==> config.mk <==
export PLATFORM = sky130hd
export DESIGN_NAME = muldiv_unit
export DESIGN_NICKNAME = d
export VERILOG_FILES = /design/src/rtl/muldiv_unit.sv
export SDC_FILE = /design/constraint.sdc
export NUM_CORES = 1
export LEC_CHECK = 0
export CORE_AREA = 10 10 269 271
export CTS_CLUSTER_DIAMETER = 40
export CTS_CLUSTER_SIZE = 28
export DETAILED_ROUTE_END_ITERATION = 8
export DIE_AREA = 0 0 279 281
export PLACE_DENSITY = 0.5
export SLEW_MARGIN = 40
export SYNTH_ARGS = -nofsm -noshare
export SYNTH_HDL_FRONTEND = slang
export SYNTH_SLANG_ARGS = --single-unit
==> constraint.sdc <==
create_clock -name clk -period 8.58 [get_ports clk]
set_clock_uncertainty 0.15 [all_clocks]
set_input_delay 2.574 -clock clk [delete_from_list [all_inputs] [get_ports clk]]
set_output_delay 2.574 -clock clk [all_outputs]
set_load 0.01 [all_outputs]
==> src/rtl/muldiv_unit.sv <==
// Iterative RV32M multiply/divide unit: N-cycle shift-add multiply and restoring
// divide on operand magnitudes, with sign fixed up as the final step writes the result.
module muldiv_unit #(
   parameter int N = 32
) (
   input  logic         clk,
   input  logic         rst,
   input  logic         start,
   input  logic         flush,
   input  logic [2:0]   funct3,
   input  logic [N-1:0] rs1,
   input  logic [N-1:0] rs2,
   output logic         stall,
   output logic         busy,
   output logic         done,
   output logic [N-1:0] result
);

   localparam int CW = $clog2(N);
   localparam logic [CW-1:0] LAST = CW'(N - 1);
   localparam logic [N-1:0] INT_MIN = {1'b1, {(N-1){1'b0}}};

   typedef enum logic [1:0] {IDLE, BUSY, DONE} state_t;

   state_t           state_q, state_d;
   logic [2:0]       op_q, op_d;
   logic             neg_q, neg_d;
   logic [CW-1:0]    cnt_q, cnt_d;
   logic [N-1:0]     a_q, a_d, b_q, b_d;
   logic [2*N-1:0]   prod_q, prod_d;
   logic [N:0]       rem_q, rem_d;
   logic             busy_q, busy_d, done_q, done_d;
   logic [N-1:0]     result_q, result_d;

   // Operand decode for a new instruction presented in IDLE
   logic             sign_a, sign_b, neg_a, neg_b, div_zero, overflow, special;
   logic [N-1:0]     mag_a, mag_b, special_res;

   assign sign_a   = (funct3 == 3'b001) | (funct3 == 3'b010) | (funct3 == 3'b100) | (funct3 == 3'b110);
   assign sign_b   = (funct3 == 3'b001) | (funct3 == 3'b100) | (funct3 == 3'b110);
   assign neg_a    = sign_a & rs1[N-1];
   assign neg_b    = sign_b & rs2[N-1];
   assign mag_a    = neg_a ? -rs1 : rs1;
   assign mag_b    = neg_b ? -rs2 : rs2;
   assign div_zero = funct3[2] & (rs2 == '0);
   assign overflow = funct3[2] & ~funct3[0] & (rs1 == INT_MIN) & (rs2 == '1);
   assign special  = div_zero | overflow;
   assign special_res = div_zero ? (funct3[1] ? rs1 : '1) : (funct3[1] ? '0 : INT_MIN);

   // One iteration step of each algorithm; the multiplier sits in the low half of prod_q
   logic [N:0]       mul_sum, rem_shift, rem_sub, rem_next;
   logic [2*N-1:0]   mul_next, prod_signed;
   logic [N-1:0]     quo_next, quo_signed, rem_signed, final_res;
   logic             rem_ge;

   assign mul_sum     = {1'b0, prod_q[2*N-1:N]} + (prod_q[0] ? {1'b0, a_q} : '0);
   assign mul_next    = {mul_sum, prod_q[N-1:1]};
   assign rem_shift   = {rem_q[N-1:0], a_q[N-1]};
   assign rem_sub     = rem_shift - {1'b0, b_q};
   assign rem_ge      = rem_shift >= {1'b0, b_q};
   assign rem_next    = rem_ge ? rem_sub : rem_shift;
   assign quo_next    = {a_q[N-2:0], rem_ge};
   assign prod_signed = neg_q ? -mul_next : mul_next;
   assign quo_signed  = neg_q ? -quo_next : quo_next;
   assign rem_signed  = neg_q ? -rem_next[N-1:0] : rem_next[N-1:0];
   assign final_res   = op_q[2] ? (op_q[1] ? rem_signed : quo_signed)
                                : ((op_q[1:0] == 2'b00) ? prod_signed[N-1:0] : prod_signed[2*N-1:N]);

   always_ff @(posedge clk or posedge rst) begin
      if (rst) begin
         state_q  <= IDLE;
         op_q     <= '0;
         neg_q    <= 1'b0;
         cnt_q    <= '0;
         a_q      <= '0;
         b_q      <= '0;
         prod_q   <= '0;
         rem_q    <= '0;
         busy_q   <= 1'b0;
         done_q   <= 1'b0;
         result_q <= '0;
      end else begin
         state_q  <= state_d;
         op_q     <= op_d;
         neg_q    <= neg_d;
         cnt_q    <= cnt_d;
         a_q      <= a_d;
         b_q      <= b_d;
         prod_q   <= prod_d;
         rem_q    <= rem_d;
         busy_q   <= busy_d;
         done_q   <= done_d;
         result_q <= result_d;
      end
   end

   always_comb begin
      state_d = state_q;
      if (flush) begin
         state_d = IDLE;
      end else begin
         case (state_q)
            IDLE:    if (start) state_d = special ? DONE : BUSY;
            BUSY:    if (cnt_q == LAST) state_d = DONE;
            DONE:    state_d = IDLE;
            default: state_d = IDLE;
         endcase
      end
   end

   always_comb begin
      op_d     = op_q;
      neg_d    = neg_q;
      cnt_d    = cnt_q;
      a_d      = a_q;
      b_d      = b_q;
      prod_d   = prod_q;
      rem_d    = rem_q;
      result_d = result_q;
      if (state_q == IDLE && start && !flush) begin
         op_d   = funct3;
         neg_d  = (funct3[2] & funct3[1]) ? neg_a : (neg_a ^ neg_b);
         cnt_d  = '0;
         a_d    = mag_a;
         b_d    = mag_b;
         prod_d = {{N{1'b0}}, mag_b};
         rem_d  = '0;
         if (special) result_d = special_res;
      end else if (state_q == BUSY && !flush) begin
         cnt_d = cnt_q + 1'b1;
         if (op_q[2]) begin
            a_d   = quo_next;
            rem_d = rem_next;
         end else begin
            prod_d = mul_next;
         end
         if (cnt_q == LAST) result_d = final_res;
      end
   end

   always_comb begin
      stall  = ((state_q == IDLE) & start & ~flush) | (state_q == BUSY);
      busy_d = (state_d == BUSY);
      done_d = (state_d == DONE);
   end

   assign busy   = busy_q;
   assign done   = done_q;
   assign result = result_q;

endmodule

**Word-level counts from Yosys, hierarchy flattened**

Cells that the tools add are included.

- Order comparisons: 1
- Bitwise operators: 19
- Reductions and logical operators: 13
- Muxes and demuxes: 34
- Equal/unequal tests: 12
- Add/sub/neg operators: 8

Operators with widths:

| cell | number |
|---|---|
| $mux W32 | 22 |
| $mux W64 | 4 |
| $neg A32 Y32 | 4 |
| $eq A32 B32 Y1 const B | 2 |
| $neg A64 Y64 | 1 |
| $add A32 B32 Y33 | 1 |
| $ge A33 B32 Y1 | 1 |
| $logic_not A32 Y1 | 1 |
| $sub A32 B32 Y32 | 1 |
| $mux W5 | 2 |
| $and A1 B1 Y1 | 9 |
| $mux W2 | 4 |
| $or A1 B1 Y1 | 7 |
| $eq A3 B3 Y1 const B | 2 |
| $reduce_bool A2 Y1 | 3 |
| $add A5 B1 Y5 const B | 1 |
| $eq A5 B5 Y1 const B | 1 |
| $eq A2 B1 Y1 const B | 2 |
| $logic_not A2 Y1 | 2 |
| $pmux W2 S2 | 1 |
| $reduce_and A2 Y1 | 2 |
| $eq A3 B1 Y1 const B | 1 |
| $eq A3 B2 Y1 const B | 1 |
| $logic_and A1 B1 Y1 | 3 |
| 8 further kinds | 9 |

- Register bits after elaboration: 205
- Input bits: 71
- Output and inout port bits: 35
- Word-level logic and storage cells: 98

**Longest topological paths before layout**

Gate-level depths: netlist of run 1.

- Word-level depth: 10
- Mapped depth: 25
- Depth with buffers taken out: 20

**Worst setup path after synthesis of run 1**

Ideal clock, no wire load.

- Path kind: in2out
- Start point: input flush
- End point: output stall
- Setup slack: 2308 ps
- Path buffers: 2
- Required time: 5856 ps
- Stages on the path: 5
- Arrival time: 3548 ps
- Path through: nor2_1 -> nand3_1 -> clkbuf_1 -> clkbuf_1 -> o21ai_0

- Cells in the longest elaborated chain, start to end: 3

Ends and longest elaborated chain:

| element | line | text |
|---|---|---|
| start, declared | 9 | `input logic flush,` |
| $not A1 Y1 | 142 | `stall = ((state_q == IDLE) & start & ~flush) \| (state_q == BUSY);` |
| $and A1 B1 Y1 | 142 |  |
| $or A1 B1 Y1 | 142 |  |
| end, declared | 13 | `output logic stall,` |

No other way between the ends.

**Worst setup path in the final report of run 1**

Ends and elaborated chain as after synthesis.

==> impl_metrics.py, run 1 <==
metrics = {
    "detailed_routing": {
        "ant_nets": 0,
        "viasPerCell": 5.69,
        "via_count": 19400,
        "met3_length_mm": 5.11,
        "routed_wl_mm": 77.6,
        "drt_iter0_drc": 1592,
        "drt_pre_antenna_iters": 5,
        "top_layer": "met5",
        "wl_met2_mm": 34.6,
        "drc": 0,
        "drt-met1-wl_mm": 35.6,
        "wl_per_cell_um": 22.7,
    },
    "setup_path": {
        "cp-end-kind": "primary output",
        "critPathMaxStageDelay_ns": 0.57,
        "crit_chain": "clkdlybuf4s50_1, nor2_1, nand3_4, o21ai_0, clkdlybuf4s50_1",
        "crit_path_max_fanout": 5,
        "worst-r2r-cell-count": 21,
        "crit_top_cell": "clkdlybuf4s50_1",
        "crit_type": "input pin to primary output",
        "cpMaxStageDelayCell": "clkdlybuf4s50_1",
        "critPathLaunchType": "input pin",
        "cp_data_arrival_time_ns": 4.18,
        "required_ns": 5.86,
    },
    "timing": {
        "relSlewSlack": 0.420,
        "setup_viol": 0,
        "slew_violations": 0,
        "fin_crit_ns": 6.90,
        "hold_viol": 0,
        "fin_setup_tns_ns": 0,
        "rsz0062_at_grt": "false",
        "max_freq_mhz": 145,
        "post-route-period-util": 0.804,
        "worst_slew_pin_slew_ns": 0.845,
        "setup_slack_ns": 1.68,
    },
    "floorplan": {
        "fp.coreArea_sq_mm": 0.0668,
        "start_util": 0.278,
        "num_io_pins": 106,
        "rows": 95,
        "die_w_um": 279,
        "dieArea_sq_mm": 0.0784,
        "die_h_um": 281,
    },
    "finish": {
        "fillers": 7048,
        "layoutNonFillerInstCount": 3412,
        "drive_gt1_frac": 0.0721,
        "antenna_cells": 0,
        "finish.net_count": 2641,
        "syn_to_final_growth_pct": 20.5,
    },
    "global_routing": {
        "grt.total_usage": 0.193,
        "grt_pass1_wl_mm": 118,
        "grt_pass1_vias": 18800,
        "antenna_found_initial": 1,
        "grt-ovfl-total": 0,
        "grt_max_degree": 92,
    },
    "yosys": {
        "synth_ff_type": "dfrtp_1",
        "post-synth-top-count-cell": "nand2_1",
        "ys_ff_latch": 205,
        "netlist_area_sq_mm": 0.0186,
        "yosysWarnings": 0,
        "synthDistinctLibCells": 93,
        "synth-edff-count": 0,
        "ys_seq_area_frac": 0.276,
        "synth_common_cells": "nand2_1, nor2_1, dfrtp_1",
        "synth_nets": 2605,
        "syn_avg_cell_area_sq_um": 7.55,
        "synth_largest_area_cell": "dfrtp_1",
        "synth_top_area_share": 0.276,
        "postSynthCellCount": 2460,
        "async_flop_share": 1.00,
        "synth_area_leaders": "dfrtp_1, nand2_1, o21ai_0",
    },
    "outcome": {
        "status": "completed",
    },
    "power": {
        "ir_drop_mv": 0.139,
        "total_power_mw": 5.49,
        "p_per_area_mw_per_mm2": 245,
        "p_leak_nw": 8.95,
    },
    "cts": {
        "clk_pin_slew_worst_paths_ns": 0.04,
        "cts_hold_buf": 0,
        "cts.htree.levels": 2,
        "cts_tree": "built",
        "clk_latency_ns": 0.60,
        "post_cts_buffers": 0,
        "cts_made_buffers": 53,
        "cts_resized": 0,
        "clock-root-buffer": "clkbuf_16",
        "clk_path_buf_depth": 3,
        "cts_sinks": 205,
    },
    "place": {
        "dp.cells": 3314,
        "port_buffers": 105,
        "post-dp-hpwl_mm": 58.7,
        "pre_cts_slack_ns": 0.959,
        "gp_congestion": 0.902,
    },
    "worst_hold_path": {
        "hold_class": "flop to flop",
        "worstHoldPathCells": 2,
    },
    "run": {
        "cap_violations": 0,
    },
}
==> per-layer routing <==
metal	vias up	track usage
li1	9086	-
met1	9562	0.259
met2	651	0.303
met3	126	0.0391
met4	2	0.0651
met5	-	0
==> placed cells by master, fill, tap and decap left out, types with 15 or more instances in the layout <==
cell and count:
xnor2_1 110, a21o_1 23, nand2_1 325, nor3_1 46, a21oi_1 191, a31oi_1 57, clkdlybuf4s50_1 105, clkbuf_16 53
nor2_1 212, o41ai_1 17, o21ai_0 199, a211oi_1 19, nand2b_1 15, a41oi_1 16, o211ai_1 54, xor2_1 93
or4_1 20, nand3_1 96, dfrtp_1 203, or3_1 28, mux2i_1 32, or2_2 15, inv_1 61, and2_1 47
nand4_1 32, ha_1 72, o21a_1 15, o31ai_1 45, buf_4 27, and3_1 52, nor4_1 16
==> metrics by stage <==
stage / hold slack [ns] / cell area (sq um) / util
after floorplan: 0.300 / 18600 / -
after global placement: 0.326 / 20400 / 0.305
after detailed placement: 0.334 / 20400 / 0.306
after CTS: 0.345 / 22300 / 0.334
after global routing: 0.386 / 22400 / 0.335
final: 0.341 / 22400 / 0.335
==> area by class of cell <==
type                            count  area, sq um  share of cell area
Multi-Input combinational cell   2036        12700               0.566
Sequential cell                   205         5130               0.230
Clock buffer                       63         1410              0.0632
Timing Repair Buffer              136         1320              0.0588
Tap cell                          873         1090              0.0488
Clock inverter                     35          493              0.0220
Inverter                           64          248              0.0111
==> logic make-up (layout without fill, tap and decap cells) <==
family          Yosys count  in the layout  synth area share
simple gates            971            971             0.253
xor+xnor                203            203            0.0958
compound gates          748            748             0.256
flops                   205            205             0.276
buf+inv                 219            298            0.0452
mux                      40             40            0.0227
fa+ha+maj                74             74            0.0507
==> final timing paths <==
check / startpoint / endpoint / slack, ns
worst min register to register: b_q[0]$_DFFE_PP0P_ / b_q[0]$_DFFE_PP0P_ / 0.34
worst max-delay path: flush / stall / 1.68
worst min-delay path: b_q[0]$_DFFE_PP0P_ / b_q[0]$_DFFE_PP0P_ / 0.34
max in group asynchronous: rst / neg_q$_DFFE_PP0P_ / 4.96
worst max register to register: rem_q[6]$_DFFE_PP0P_ / result[30]$_DFFE_PP0P_ / 1.84
min in group asynchronous: rst / prod_q[6]$_DFFE_PP0P_ / 2.24
==> power breakdown <==
group / switching [mW] / internal, mW
Combinational: 1.22 / 0.709
Clock: 0.674 / 1.50
Sequential: 0.271 / 1.12
==> sequential cells by signal, indices dropped and copies added, names as in the netlist <==
signal and cells:
prod_q 64, a_q 32, b_q 32, rem_q 32, result 32, cnt_q 5, op_q 3, state_q 2
busy 1, done 1, neg_q 1
==> critical path, delay by kind of cell <==
| family | cells | cell delay [ns] |
|---|---|---|
| buffers and inverters | 2 | 1.04 |
| AND/OR/NAND/NOR | 2 | 0.46 |
| AO/OA/AOI/OAI | 1 | 0.10 |
Note: power is estimated with default switching activity, not from simulation.
==> run 2, diff against run 1 <==
==> constraint.sdc (replaced) <==
create_clock -name clk -period 6 [get_ports clk]
set_clock_uncertainty 0.15 [all_clocks]
set_input_delay 1.8 -clock clk [delete_from_list [all_inputs] [get_ports clk]]
set_output_delay 1.8 -clock clk [all_outputs]
set_load 0.01 [all_outputs]
==> run 2 against run 1 <==
  * Critical path depth increased by 16
  * Sequential power increased by 41%
  * Worst setup slack got worse by 1.2 ns
  * Utilization increased by 0.23 points
  * Power increased by 39%
  * Wire length increased by 1.6%
  * Sequential cell count unchanged
  * Sequential share of layout area decreased by 0.16 points
  * Die area unchanged
  * Register-to-register slack got worse by 1.4 ns
  * First-iteration DRC count increased by 2.0%
  * Count of clock-buffer cells in the layout decreased by 6
==> impl_metrics.py, run 2 (same netlist as run 1, synthesis figures left out) <==
metrics = {
    "setup_path": {
        "cp_data_arrival_time_ns": 5.85,
        "r2r_slack_ns": 0.46,
        "worst-r2r-cell-count": 21,
        "crit_start": "rem_q[19]$_DFFE_PP0P_",
        "required_ns": 6.31,
        "crit_type": "flop to flop",
        "crit_end": "result[30]$_DFFE_PP0P_",
        "r2r-start": "rem_q[19]$_DFFE_PP0P_",
        "crit_path_max_fanout": 11,
        "r2r-end": "result[30]$_DFFE_PP0P_",
        "cp-end-kind": "flop",
        "critPathLaunchType": "flop",
    },
    "detailed_routing": {
        "via_count": 19400,
        "drc": 0,
        "ant_nets": 0,
        "viasPerCell": 5.62,
        "drt_pre_antenna_iters": 6,
        "drt_iter0_drc": 1624,
        "routed_wl_mm": 78.8,
        "wl_per_cell_um": 22.9,
    },
    "timing": {
        "setup_viol": 0,
        "worst_slew_pin_slew_ns": 0.859,
        "relSlewSlack": 0.427,
        "slew_violations": 0,
        "rsz0062_at_grt": "false",
        "hold-worst-slack_ns": 0.338,
        "post-route-period-util": 0.923,
        "max_freq_mhz": 181,
        "fin_setup_tns_ns": 0,
        "fin_crit_ns": 5.54,
        "hold_viol": 0,
    },
    "global_routing": {
        "grt.total_usage": 0.197,
        "grt_pass1_wl_mm": 121,
        "grt_pass1_vias": 19200,
        "grt_max_degree": 170,
        "antenna_found_initial": 1,
        "grt-ovfl-total": 0,
    },
    "cts": {
        "clk_path_buf_depth": 3,
        "clk_pin_slew_worst_paths_ns": 0.05,
        "cts_hold_buf": 0,
        "clock-root-buffer": "clkbuf_16",
        "cts_sinks": 205,
        "cts_tree": "built",
        "cts.htree.levels": 2,
        "post_cts_buffers": 0,
        "cts_made_buffers": 49,
        "clk_latency_ns": 0.59,
        "cts_resized": 0,
    },
    "outcome": {
        "status": "completed",
    },
    "floorplan": {
        "start_util": 0.278,
        "die_h_um": 281,
        "die_w_um": 279,
        "fp.coreArea_sq_mm": 0.0668,
        "dieArea_sq_mm": 0.0784,
        "rows": 95,
        "num_io_pins": 106,
    },
    "finish": {
        "layoutNonFillerInstCount": 3449,
        "syn_to_final_growth_pct": 21.3,
        "fillers": 7080,
        "final_cell_mix": "nand2_1, nor2_1, dfrtp_1",
        "finish.net_count": 2681,
        "largest_register_ffs": 64,
        "antenna_cells": 0,
        "final_common_cell": "nand2_1",
        "fin_util": 0.337,
        "regMostFlops": "prod_q",
        "drive_gt1_frac": 0.0850,
    },
    "place": {
        "dp.cells": 3358,
        "gp_congestion": 0.917,
        "post-dp-hpwl_mm": 60.8,
        "port_buffers": 105,
    },
    "power": {
        "p_sw_frac": 0.408,
        "power_frac_comb": 0.376,
        "total_power_mw": 7.62,
        "intPower_mw": 4.52,
        "clockPowerShare": 0.367,
        "ir_drop_mv": 0.204,
        "switchingPower_mw": 3.11,
        "p_per_area_mw_per_mm2": 339,
        "p_leak_nw": 9.10,
        "seqPwrFrac": 0.257,
    },
    "run": {
        "cap_violations": 0,
    },
    "worst_hold_path": {
        "hold_class": "flop to flop",
    },
}
## run 2: power by group through the flow
stage / Clock, mW / Combinational, mW / Sequential [mW]
finish: 2.80 / 2.86 / 1.96
global placement: 0 / 2.81 / 1.97
detailed placement: 0 / 2.83 / 1.97
global route: 2.92 / 3.15 / 1.99
CTS: 2.85 / 2.84 / 1.96
floorplan: 0 / 2.00 / 1.79
## run 2: per-stage QoR
step                worst slack (ns)  instance area (sq um)
floorplan                     0.0312                  18600
global placement             0.00141                  20800
detailed placement           -0.0159                  20800
CTS                            0.511                  22500
global route                 0.00982                  22500
finish                         0.464                  22500
## run 2: how the worst min path moves through the flow
stage                       start                  to  slack [ns]  cells after the start
5_1_grt        b_q[0]$_DFFE_PP0P_  b_q[0]$_DFFE_PP0P_        0.38                      2
3_5_place_dp   b_q[0]$_DFFE_PP0P_  b_q[0]$_DFFE_PP0P_        0.33                      2
4_1_cts        b_q[0]$_DFFE_PP0P_  b_q[0]$_DFFE_PP0P_        0.34                      2
3_3_place_gp   b_q[0]$_DFFE_PP0P_  b_q[0]$_DFFE_PP0P_        0.31                      2
6_report       b_q[0]$_DFFE_PP0P_  b_q[0]$_DFFE_PP0P_        0.34                      2
2_1_floorplan  b_q[0]$_DFFE_PP0P_  b_q[0]$_DFFE_PP0P_        0.30                      2
## run 2: cell type report
cell class                      count  area, sq um  share of cell area
Clock buffer                       57         1340              0.0595
Clock inverter                     34          368              0.0163
Inverter                           64          244              0.0108
Multi-Input combinational cell   2036        12700               0.562
Sequential cell                   205         5130               0.228
Tap cell                          873         1090              0.0485
Timing Repair Buffer              180         1680              0.0748
## run 2: critical path: stages (launching register included)
cell and delay, ns:
dfrtp_1 0.43, ha_1 0.42, a21oi_1 0.37, o21a_1 0.19, o221ai_1 0.15, nand2b_1 0.14
nor2b_1 0.21, nand2_2 0.14, buf_4 0.22, o21ai_0 0.23, ha_1 0.26, nand2_1 0.06
a211oi_1 0.25, nand3_1 0.22, nor4_1 0.33, buf_4 0.18, a32oi_1 0.12, a2111oi_0 0.49
buf_4 0.21, nand3_1 0.08, mux2i_1 0.19, o32a_1 0.36
## run 2: per-layer routing
metal,up-vias,part of all wire,wire [um],GRT usage
met4,0,0.021,1680,0.0488
li1,9158,-,-,-
met1,9492,0.46,36700,0.270
met2,649,0.45,35700,0.317
met5,-,0,0,0
met3,98,0.061,4800,0.0312
